$ cat config.mk
export PLATFORM = sky130hd
export DESIGN_NAME = obstacle_scroll_ctrl
export DESIGN_NICKNAME = d
export VERILOG_FILES = /design/src/rtl/segrun_pkg.sv /design/src/rtl/obstacle_lfsr_gen.sv /design/src/rtl/obstacle_scroll_ctrl.sv
export SDC_FILE = /design/constraint.sdc
export NUM_CORES = 1
export LEC_CHECK = 0
export ABC_CLOCK_PERIOD_IN_PS = 3430
export CAP_MARGIN = 20
export CORE_ASPECT_RATIO = 0.5
export CORE_UTILIZATION = 55
export DETAILED_ROUTE_END_ITERATION = 12
export PLACE_DENSITY = 0.74
export SYNTH_ARGS = -nofsm -noshare
export SYNTH_HDL_FRONTEND = slang
export SYNTH_SLANG_ARGS = --single-unit
$ cat constraint.sdc
create_clock -name Clk -period 3.43 [get_ports Clk]
set_input_delay 0.5145 -clock Clk [delete_from_list [all_inputs] [get_ports Clk]]
set_output_delay 0.5145 -clock Clk [all_outputs]
set_load 0.01 [all_outputs]
$ cat src/rtl/segrun_pkg.sv
`default_nettype none
// +----------------------------------------------------------------------+
// | segrun_pkg                                                           |
// | Shared types and constants for the SegmentRunner obstacle sequencer. |
// | Revision: 1.0                                                        |
// +----------------------------------------------------------------------+
package segrun_pkg;

    typedef enum logic [1:0] {
        ST_IDLE = 2'd0,
        ST_RUN  = 2'd1,
        ST_HIT  = 2'd2
    } state_t;

    // Taps for x^8+x^6+x^5+x^4+1 with a left-shifting register
    localparam logic [7:0] c_lfsr_taps = 8'hB8;

    localparam int unsigned c_tick_div_dflt = 5_000_000;
    localparam int unsigned c_min_div_dflt  = 1_000_000;
    localparam int unsigned c_step_div_dflt = 500_000;

    function automatic int unsigned width_of(input int unsigned max_val);
        return (max_val < 2) ? 1 : $clog2(max_val + 1);
    endfunction

endpackage
`default_nettype wire

$ cat src/rtl/obstacle_lfsr_gen.sv
`default_nettype none
// +----------------------------------------------------------------------+
// | obstacle_lfsr_gen                                                    |
// | LFSR obstacle stream with post-start grace and minimum-gap shaping.  |
// | Revision: 1.0                                                        |
// +----------------------------------------------------------------------+
module obstacle_lfsr_gen
    import segrun_pkg::*;
#(
    parameter int unsigned MIN_GAP   = 2,
    parameter int unsigned GRACE     = 6,
    parameter logic [7:0]  LFSR_SEED = 8'hA5
) (
    input  logic Clk,
    input  logic Rst,
    input  logic Adv,
    input  logic Restart,
    output logic Bit
);

    localparam int unsigned GAP_W   = width_of(MIN_GAP);
    localparam int unsigned GRACE_W = width_of(GRACE);
    localparam logic [GAP_W-1:0]   c_gap_max  = GAP_W'(MIN_GAP);
    localparam logic [GRACE_W-1:0] c_grace_in = GRACE_W'(GRACE);

    logic [7:0]         lfsr_q,  lfsr_d;
    logic [GAP_W-1:0]   gap_q,   gap_d;
    logic [GRACE_W-1:0] grace_q, grace_d;
    logic               bit_q,   bit_d;
    logic [7:0]         w_lfsr_next;

    always_comb begin
        w_lfsr_next = {lfsr_q[6:0], ^(lfsr_q & c_lfsr_taps)};
        lfsr_d      = lfsr_q;
        gap_d       = gap_q;
        grace_d     = grace_q;
        bit_d       = bit_q;
        if (Restart) begin
            // Lane is cleared on restart, so it already counts as a full gap
            grace_d = c_grace_in;
            gap_d   = c_gap_max;
            bit_d   = 1'b0;
        end else if (Adv) begin
            lfsr_d = w_lfsr_next;
            if (grace_q != '0) begin
                grace_d = grace_q - GRACE_W'(1);
                bit_d   = 1'b0;
            end else if (gap_q < c_gap_max) begin
                bit_d = 1'b0;
            end else begin
                bit_d = w_lfsr_next[0] & w_lfsr_next[1];
            end
            if (bit_d) begin
                gap_d = '0;
            end else if (gap_q < c_gap_max) begin
                gap_d = gap_q + GAP_W'(1);
            end
        end
    end

    always_ff @(posedge Clk or negedge Rst) begin
        if (!Rst) begin
            lfsr_q  <= LFSR_SEED;
            gap_q   <= c_gap_max;
            grace_q <= c_grace_in;
            bit_q   <= 1'b0;
        end else begin
            lfsr_q  <= lfsr_d;
            gap_q   <= gap_d;
            grace_q <= grace_d;
            bit_q   <= bit_d;
        end
    end

    assign Bit = bit_q;

endmodule
`default_nettype wire

$ cat src/rtl/obstacle_scroll_ctrl.sv
`default_nettype none
// +----------------------------------------------------------------------+
// | obstacle_scroll_ctrl                                                 |
// | Shift-strobe pacing, level/score tracking and hit detection.         |
// | Revision: 1.0                                                        |
// +----------------------------------------------------------------------+
module obstacle_scroll_ctrl
    import segrun_pkg::*;
#(
    parameter int unsigned TICK_DIV         = c_tick_div_dflt,
    parameter int unsigned MIN_DIV          = c_min_div_dflt,
    parameter int unsigned STEP_DIV         = c_step_div_dflt,
    parameter int unsigned SHIFTS_PER_LEVEL = 16,
    parameter int unsigned MIN_GAP          = 2,
    parameter int unsigned GRACE            = 6,
    parameter logic [7:0]  LFSR_SEED        = 8'hA5,
    parameter int unsigned SCORE_W          = 10
) (
    input  logic               Clk,
    input  logic               Rst,
    input  logic               Start,
    input  logic               PlayerUp,
    input  logic [5:0]         LaneIn,
    output logic               Shift,
    output logic               BitIn,
    output logic               RegRstN,
    output logic               Running,
    output logic               GameOver,
    output logic [SCORE_W-1:0] Score,
    output logic [2:0]         Level
);

    localparam int unsigned SPL_W = width_of(SHIFTS_PER_LEVEL - 1);
    localparam logic [31:0]        c_tick_div  = 32'(TICK_DIV);
    localparam logic [31:0]        c_min_div   = 32'(MIN_DIV);
    localparam logic [31:0]        c_step_div  = 32'(STEP_DIV);
    localparam logic [SPL_W-1:0]   c_lvl_last  = SPL_W'(SHIFTS_PER_LEVEL - 1);
    localparam logic [SCORE_W-1:0] c_score_max = '1;

    state_t             state_q,      state_d;
    logic               start_prev_q, start_prev_d;
    logic [31:0]        cnt_q,        cnt_d;
    logic [31:0]        period_q,     period_d;
    logic [SPL_W-1:0]   lvl_cnt_q,    lvl_cnt_d;
    logic [2:0]         level_q,      level_d;
    logic [SCORE_W-1:0] score_q,      score_d;
    logic               shift_q,      shift_d;
    logic               regrstn_q,    regrstn_d;
    logic               running_q,    running_d;
    logic               gameover_q,   gameover_d;
    logic [1:0]         chk_q,        chk_d;

    logic w_start_rise, w_enter, w_adv, w_hit, w_clear;
    logic w_unused_lane;

    assign w_unused_lane = ^LaneIn[4:0];

    always_comb begin
        state_d      = state_q;
        start_prev_d = Start;
        cnt_d        = cnt_q;
        period_d     = period_q;
        lvl_cnt_d    = lvl_cnt_q;
        level_d      = level_q;
        score_d      = score_q;
        shift_d      = 1'b0;
        regrstn_d    = 1'b1;
        running_d    = running_q;
        gameover_d   = gameover_q;
        // Hit check fires two cycles after Shift so the lane has settled
        chk_d        = {chk_q[0], shift_q};
        w_start_rise = Start & ~start_prev_q;
        w_enter      = 1'b0;
        w_adv        = 1'b0;
        w_hit        = chk_q[1] & LaneIn[5] & ~PlayerUp;
        w_clear      = chk_q[1] & LaneIn[5] & PlayerUp;

        case (state_q)
            ST_IDLE, ST_HIT: w_enter = w_start_rise;
            ST_RUN: begin
                w_adv = (cnt_q == 32'd1);
                if (cnt_q == 32'd0) begin
                    shift_d = 1'b1;
                    cnt_d   = period_q - 32'd1;
                end else begin
                    cnt_d = cnt_q - 32'd1;
                end
                if (w_hit) begin
                    state_d    = ST_HIT;
                    shift_d    = 1'b0;
                    running_d  = 1'b0;
                    gameover_d = 1'b1;
                end else begin
                    if (w_clear && (score_q != c_score_max)) begin
                        score_d = score_q + SCORE_W'(1);
                    end
                    if (shift_q) begin
                        if (lvl_cnt_q == c_lvl_last) begin
                            lvl_cnt_d = '0;
                            if (level_q != 3'd7) begin
                                level_d = level_q + 3'd1;
                            end
                            // period never drops below MIN_DIV, so this cannot wrap
                            period_d = ((period_q - c_min_div) >= c_step_div)
                                     ? (period_q - c_step_div) : c_min_div;
                        end else begin
                            lvl_cnt_d = lvl_cnt_q + SPL_W'(1);
                        end
                    end
                end
            end
            default: state_d = ST_IDLE;
        endcase

        if (w_enter) begin
            state_d    = ST_RUN;
            running_d  = 1'b1;
            gameover_d = 1'b0;
            regrstn_d  = 1'b0;
            score_d    = '0;
            level_d    = 3'd0;
            lvl_cnt_d  = '0;
            period_d   = c_tick_div;
            cnt_d      = c_tick_div - 32'd1;
            chk_d      = 2'b00;
        end
    end

    always_ff @(posedge Clk or negedge Rst) begin
        if (!Rst) begin
            state_q      <= ST_IDLE;
            start_prev_q <= 1'b0;
            cnt_q        <= 32'd0;
            period_q     <= c_tick_div;
            lvl_cnt_q    <= '0;
            level_q      <= 3'd0;
            score_q      <= '0;
            shift_q      <= 1'b0;
            regrstn_q    <= 1'b1;
            running_q    <= 1'b0;
            gameover_q   <= 1'b0;
            chk_q        <= 2'b00;
        end else begin
            state_q      <= state_d;
            start_prev_q <= start_prev_d;
            cnt_q        <= cnt_d;
            period_q     <= period_d;
            lvl_cnt_q    <= lvl_cnt_d;
            level_q      <= level_d;
            score_q      <= score_d;
            shift_q      <= shift_d;
            regrstn_q    <= regrstn_d;
            running_q    <= running_d;
            gameover_q   <= gameover_d;
            chk_q        <= chk_d;
        end
    end

    obstacle_lfsr_gen #(
        .MIN_GAP   (MIN_GAP),
        .GRACE     (GRACE),
        .LFSR_SEED (LFSR_SEED)
    ) u_lfsr_gen (
        .Clk     (Clk),
        .Rst     (Rst),
        .Adv     (w_adv),
        .Restart (w_enter),
        .Bit     (BitIn)
    );

    assign Shift    = shift_q;
    assign RegRstN  = regrstn_q;
    assign Running  = running_q;
    assign GameOver = gameover_q;
    assign Score    = score_q;
    assign Level    = level_q;

endmodule
`default_nettype wire
==> results of run 1 <==
==> per-stage QoR <==
stage                     worst slack [ps]  cells
after global routing                   108    865
final                                  365    865
after CTS                              402    865
after floorplan                        776    718
after global placement                 359    849
after detailed placement               295    849
==> final cells by class <==
cell class | count | area share
clock buffers | 9 | 0.0338
inverters | 20 | 0.0113
multi-input cells | 552 | 0.493
well taps | 140 | 0.0263
clock inverters | 7 | 0.0109
flip-flops and latches | 99 | 0.374
repair buffers | 38 | 0.0506
==> routing by layer <==
metal / track usage / share of wire / wire length (um)
met1: 0.426 / 0.48 / 7230
met4: 0.0677 / 0.014 / 207
met5: 0 / 0 / 0
met3: 0.0575 / 0.064 / 963
met2: 0.427 / 0.44 / 6650
==> registers in the layout (all words and copies together), names as in the netlist, 3 cells and up <==
signal,cells
Score,10
u_lfsr_gen.grace_q,3
Level,3
lvl_cnt_q,4
cnt_q,32
period_q,27
u_lfsr_gen.lfsr_q,8
==> worst paths after layout <==
| check | endpoint | cells past startpoint | startpoint | slack [ps] |
|---|---|---|---|---|
| setup / recovery | u_lfsr_gen.grace_q[1]$_DFFE_PN1P_ | 5 | cnt_q[26]$_DFFE_PN0P_ | 370 |
| hold / removal | Score[4]$_DFFE_PN0P_ | 1 | Rst | 140 |
| setup reg to reg | u_lfsr_gen.grace_q[1]$_DFFE_PN1P_ | 5 | cnt_q[26]$_DFFE_PN0P_ | 370 |
| hold reg to reg | u_lfsr_gen.lfsr_q[2]$_DFFE_PN1P_ | 2 | u_lfsr_gen.lfsr_q[2]$_DFFE_PN1P_ | 470 |
| max in group asynchronous | period_q[6]$_DFFE_PN1P_ | 2 | Rst | 2450 |
| min in group Clk | u_lfsr_gen.lfsr_q[2]$_DFFE_PN1P_ | 2 | u_lfsr_gen.lfsr_q[2]$_DFFE_PN1P_ | 470 |
==> Yosys cell counts, types with 15 or more instances <==
library cell	instances	area, um2
nand2_1	89	334
dfrtp_1	83	2080
nor2_1	76	285
o21ai_0	59	295
a21oi_1	42	210
clkbuf_1	35	131
nor3_1	23	115
nand3_1	22	110
inv_1	20	75.1
or3_1	20	125
nor4_1	19	119
xor2_1	17	149
dfstp_2	16	420
xnor2_1	15	131
==> logic make-up after synthesis <==
group,count (synthesis)
AO/OA/AOI/OAI,193
XOR/XNOR,32
adder cells (fa/ha/maj),11
buffers and inverters,67
flip-flops,99
multiplexers,6
AND/OR/NAND/NOR,310
==> worst max-delay path: stages (launching register included) <==
cell and delay (ps):
dfrtp_1 400, or4_1 660, or4_4 500, nor3_1 350, nand3_1 440, o311ai_0 570
==> cells in the final DEF (no fill, tap or decap), drive strengths merged, types with 6 or more instances in the layout <==
cell type	netlist	routed
nor2b	6	6
nand2b	8	8
nand2	90	90
a22o	6	6
a21o	6	6
o22a	8	8
o311ai	6	6
or3	20	20
xnor2	15	15
ha	11	11
clkdlybuf4s50	0	21
clkbuf	35	9
o211ai	9	9
nor2	76	76
inv	20	23
dfrtp	83	83
or4	12	12
nand3	23	23
a21oi	42	42
xor2	17	17
o21ai	64	64
nor3	25	25
nor4	20	20
buf	12	17
dfstp	16	16
==> report_power, final <==
part / leakage, nW / total, mW / internal (mW) / switching (mW)
sequential: 1.23 / 1.53 / 1.30 / 0.229
combinational: 1.39 / 0.701 / 0.271 / 0.429
clock: 0.146 / 1.02 / 0.513 / 0.504
total: 2.77 / 3.24 / 2.08 / 1.16
==> results.md, run 1 <==
- Final setup viols: 0
- Adder-cell share of the synthesized area: 0.0227
- Largest net degree at the start of global routing: 44
- Setup TNS: 0 ps
- Clk pin slew, worst setup/hold paths: 70 ps
- Drt wl/cell: 17.4 um
- Initial core utilization: 0.580
- Seq/Total Area, Yosys: 0.412
- Post-route worst hold slack: 139 ps
- Detailed Place HPWL: 10300 um
- Clk buf depth: 2
- Final critical path time including I/O delays and setup: 3060 ps
- Worst-Margin Slew: 882 ps
- Final Hold Vio Count: 0
- DRT Pass-1 Iters: 5
- Fraction of synthesized area in multiplexers: 0.0101
- Period utilisation layout: 0.894
- Global route total overflow: 0
- Post-synthesis sequential element count: 99
- Skew final: 7.79 ps
- Post-synthesis cell area: 6060 um2
- Startpoint class of the critical path: flip-flop
- Share of layout cells above drive strength 1: 0.0938
- Leak Pwr: 2.77 nW
- Die Y: 76.2 um
- Antenna diode count: 0
- CTS resizes: 0
- Hold-fix buffers, CTS: 0
- Synthesized area per cell: 8.44 um2
- Drt drc: 0
- IO Count: 28
- Site row count: 26
- Hold Crit Class: in -> async
- Syn-to-layout area delta: 10.1%
- Syn Nets: 739
- Port Buffer Count: 22
- GRT Total Usage: 0.286
- Post-synth cell types: 72
- Chip Width: 150 um
- Max VDD drop: 0.000268 V
- Arr. time, crit path: 3280 ps
- Via count: 5434
- Max Cap Viol: 0
- Placed Area: 6370 um2
- CP required: 3640 ps
- Setup CP Type: reg -> reg
- Vias per inst: 6.28
- Layout Utilization: 0.639
- Simple-gate share of the synthesized area: 0.254
- Primary FF master, synth: dfrtp_1
- First-pass GRT wire length: 26100 um
- Worst Setup End Kind: flip-flop
- RSZ-0062 raised after global routing: false
- EDFF count, synth: 0
- DIE AREA: 11500 um2
- DR iter-0 viols: 600
- Tot Pwr: 3.24 mW
- Status: complete, no violations
- Slew HR: 0.410
- Pins over their slew limit: 0
- Storage cell area: 2500 um2
- CTS buffer count: 9
- # nets final: 741
- Worst-Skew Late Latency: 350 ps
- H-tree depth: 3
- Antenna Nets Post-Route: 0
- Filler cells: 902
- CP max FO: 14
- Multi-input gate area: 3290 um2
- Placer Congestion: 0.910
- XOR/XNOR Fraction of Synth Area: 0.0463
- WL final: 15000 um
- Vias in the first global route: 5166
- Post-Synthesis Cells: 718
- Max Freq: 326 MHz
- Core ar.: 10400 um2
- Post-CTS setup repair buffer count: 0
- Synth Area in Compound Gates: 0.208
- Antenna violations before repair: 0
- Cell area after layout: 6670 um2
- Synth async-reset ratio: 1.00
- Clock sink count: 99
- Main combinational cell family by area after synthesis: simple AND/OR/NAND/NOR gates
- Root buffer cell: clkbuf_16
- CTS tree: yes
- Pwr/cell area: 486 nW/um2
- Synth Warn #: 0
No activity file was read; power rests on OpenSTA's default activity.
==> inputs of run 2 (changes only) <==
CORE_ASPECT_RATIO = unset   (was 0.5)
MAX_ROUTING_LAYER = met4   (was unset)
==> run 2 against run 1 <==
  * Critical path depth grew 1
  * Largest cell class unchanged
  * Sequential share of layout area grew 0.55 points
  * Hold slack gained 99 ps
  * Sequential power is essentially flat
==> results.md, run 2 (synthesis gave the netlist of run 1 again) <==
- Arr. time, crit path: 3380 ps (was 3280 ps)
- CP required: 3710 ps (was 3640 ps)
- Global route total overflow: 0 (unchanged)
- Antenna violations before repair: 0 (unchanged)
- Detailed Place HPWL: 10500 um (was 10300 um)
- Antenna diode count: 0 (unchanged)
- Final setup viols: 0 (unchanged)
- Chip Width: 107 um (was 150 um)
- Slew HR: 0.416 (was 0.410)
- Antenna Nets Post-Route: 0 (unchanged)
- Layout Utilization: 0.626 (was 0.639)
- Pins over their slew limit: 0 (unchanged)
- CTS resizes: 0 (unchanged)
- Clk pin slew, worst setup/hold paths: 120 ps (was 70 ps)
- Worst Reg-to-Reg Cells: 6 (was 5)
- Skew final: 21.7 ps (was 7.79 ps)
- Port Buffer Count: 22 (unchanged)
- Post-CTS setup repair buffer count: 0 (unchanged)
- Drt wl/cell: 17.6 um (was 17.4 um)
- Post-placement cell count: 846 (was 849)
- Hold Crit Class: in -> async (unchanged)
- Final critical path time including I/O delays and setup: 3100 ps (was 3060 ps)
- Storage cell area: 2500 um2 (unchanged)
- CP max FO: 20 (was 14)
- First-pass GRT wire length: 26100 um (about the same)
- Pwr/cell area: 450 nW/um2 (was 486 nW/um2)
- Biggest register: cnt_q (unchanged)
- Site row count: 37 (was 26)
- Comb power frac: 0.236 (was 0.216)
- Worst-Margin Slew: 876 ps (was 882 ps)
- Largest net degree at the start of global routing: 66 (was 44)
- Clk buf depth: 2 (unchanged)
- Multi-input gate area: 3290 um2 (unchanged)
- Filler cells: 908 (was 902)
- Hold-fix buffers, CTS: 0 (unchanged)
- Setup CP Type: reg -> reg (unchanged)
- Max Cap Viol: 0 (unchanged)
- Drt drc: 0 (unchanged)
- Leak Pwr: 2.73 nW (was 2.77 nW)
- Most common cell after layout, fill and taps aside: nand2_1 (unchanged)
- Slack of the critical path: 333 ps (was 365 ps)
- Final Hold Vio Count: 0 (unchanged)
- H-tree depth: 3 (unchanged)
- Period utilisation layout: 0.903 (was 0.894)
- # nets final: 742 (was 741)
- Setup TNS: 0 ps (unchanged)
- Syn-to-layout area delta: 8.51% (was 10.1%)
- Share of layout cells above drive strength 1: 0.0937 (was 0.0938)
- DR iter-0 viols: 441 (was 600)
- WL final: 15200 um (was 15000 um)
- Clock Power Share: 0.248 (was 0.313)
- Final cell count without fillers: 862 (was 865)
- Sequential share of power: 0.516 (was 0.471)
- Die Y: 107 um (was 76.2 um)
- Core ar.: 10500 um2 (was 10400 um2)
- CTS tree: yes (unchanged)
- Worst-Skew Late Latency: 400 ps (was 350 ps)
- Initial core utilization: 0.576 (was 0.580)
- CTS buffer count: 9 (unchanged)
- RSZ-0062 raised after global routing: false (unchanged)
- Largest register FFs: 32 (unchanged)
- Status: complete, no violations (unchanged)
- Max Freq: 323 MHz (was 326 MHz)
- GRT Total Usage: 0.299 (was 0.286)
- Tot Pwr: 2.96 mW (was 3.24 mW)
- Startpoint class of the critical path: flip-flop (unchanged)
- Vias in the first global route: 5286 (was 5166)
- Commonest non-fill, non-tap cells in the layout: nand2_1 (89), dfrtp_1 (83), nor2_1 (76), o21ai_0 (59), a21oi_1 (42) (unchanged)
- Switching share of power: 0.374 (was 0.358)
- Via count: 5498 (was 5434)
- Root buffer cell: clkbuf_8 (was clkbuf_16)
- Placer Congestion: 0.912 (was 0.910)
- Int Pwr: 1.85 mW (was 2.08 mW)
- Setup Slack @ Placement: 414 ps (was 295 ps)
- IO Count: 28 (unchanged)
- Worst Setup End Kind: flip-flop (unchanged)
- Sw Pwr: 1.11 mW (was 1.16 mW)
- Vias per inst: 6.38 (was 6.28)
- DRT Pass-1 Iters: 5 (unchanged)
- Max VDD drop: 0.000423 V (was 0.000268 V)
- DIE AREA: 11400 um2 (was 11500 um2)
- Clock sink count: 99 (unchanged)
## run 2: worst paths after layout
kind	to	slack (ps)	start
setup / recovery	cnt_q[7]$_DFFE_PN0P_	330	cnt_q[26]$_DFFE_PN0P_
hold / removal	period_q[17]$_DFFE_PN0P_	240	Rst
setup reg to reg	cnt_q[7]$_DFFE_PN0P_	330	cnt_q[26]$_DFFE_PN0P_
hold reg to reg	chk_q[1]$_DFF_PN0_	460	chk_q[0]$_DFF_PN0_
max in group asynchronous	RegRstN$_DFF_PN1_	2420	Rst
min in group Clk	chk_q[1]$_DFF_PN0_	460	chk_q[0]$_DFF_PN0_
## run 2: stage by stage
stage,hold WS (ps),cell area [um2]
2_1_floorplan,219,6060
3_3_place_gp,438,6380
3_5_place_dp,442,6390
4_1_cts,252,6570
5_1_grt,299,6570
6_report,238,6570
## run 2: worst max-delay path, cell delays in order, from the launching register on
cell,delay [ps]
dfrtp_1,420
or4_1,660
or4_4,500
or4_4,660
nand2_2,320
o21ai_0,160
a22o_1,260
## run 2: final cells by class
type	instances	share of cell area
Clock buffer	10	0.0194
Inverter	20	0.0114
Tap cell	136	0.0259
Clock inverter	6	0.00837
Multi-Input combinational cell	552	0.500
Timing Repair Buffer	39	0.0550
Sequential cell	99	0.380
## run 2: power by group through the flow
stage | Clock (mW) | Combinational [mW] | Sequential (mW)
6_report | 0.734 | 0.697 | 1.52
5_1_grt | 0.799 | 0.782 | 1.55
4_1_cts | 0.759 | 0.693 | 1.52
3_5_place_dp | 0 | 0.691 | 1.54
3_3_place_gp | 0 | 0.667 | 1.53
2_1_floorplan | 0 | 0.617 | 1.40
## run 2: routing by layer
metal  global-route usage  part of all wire
met5                    -                 0
met3               0.0571             0.053
met1                0.396              0.45
met2                0.462              0.48
met4                0.102             0.020
==> inputs of run 3 (changes only) <==
SKIP_CTS_REPAIR_TIMING = 1   (was unset)
==> results of run 3 <==
No change in the layout: final DEF, timing and power equal those of run 2.
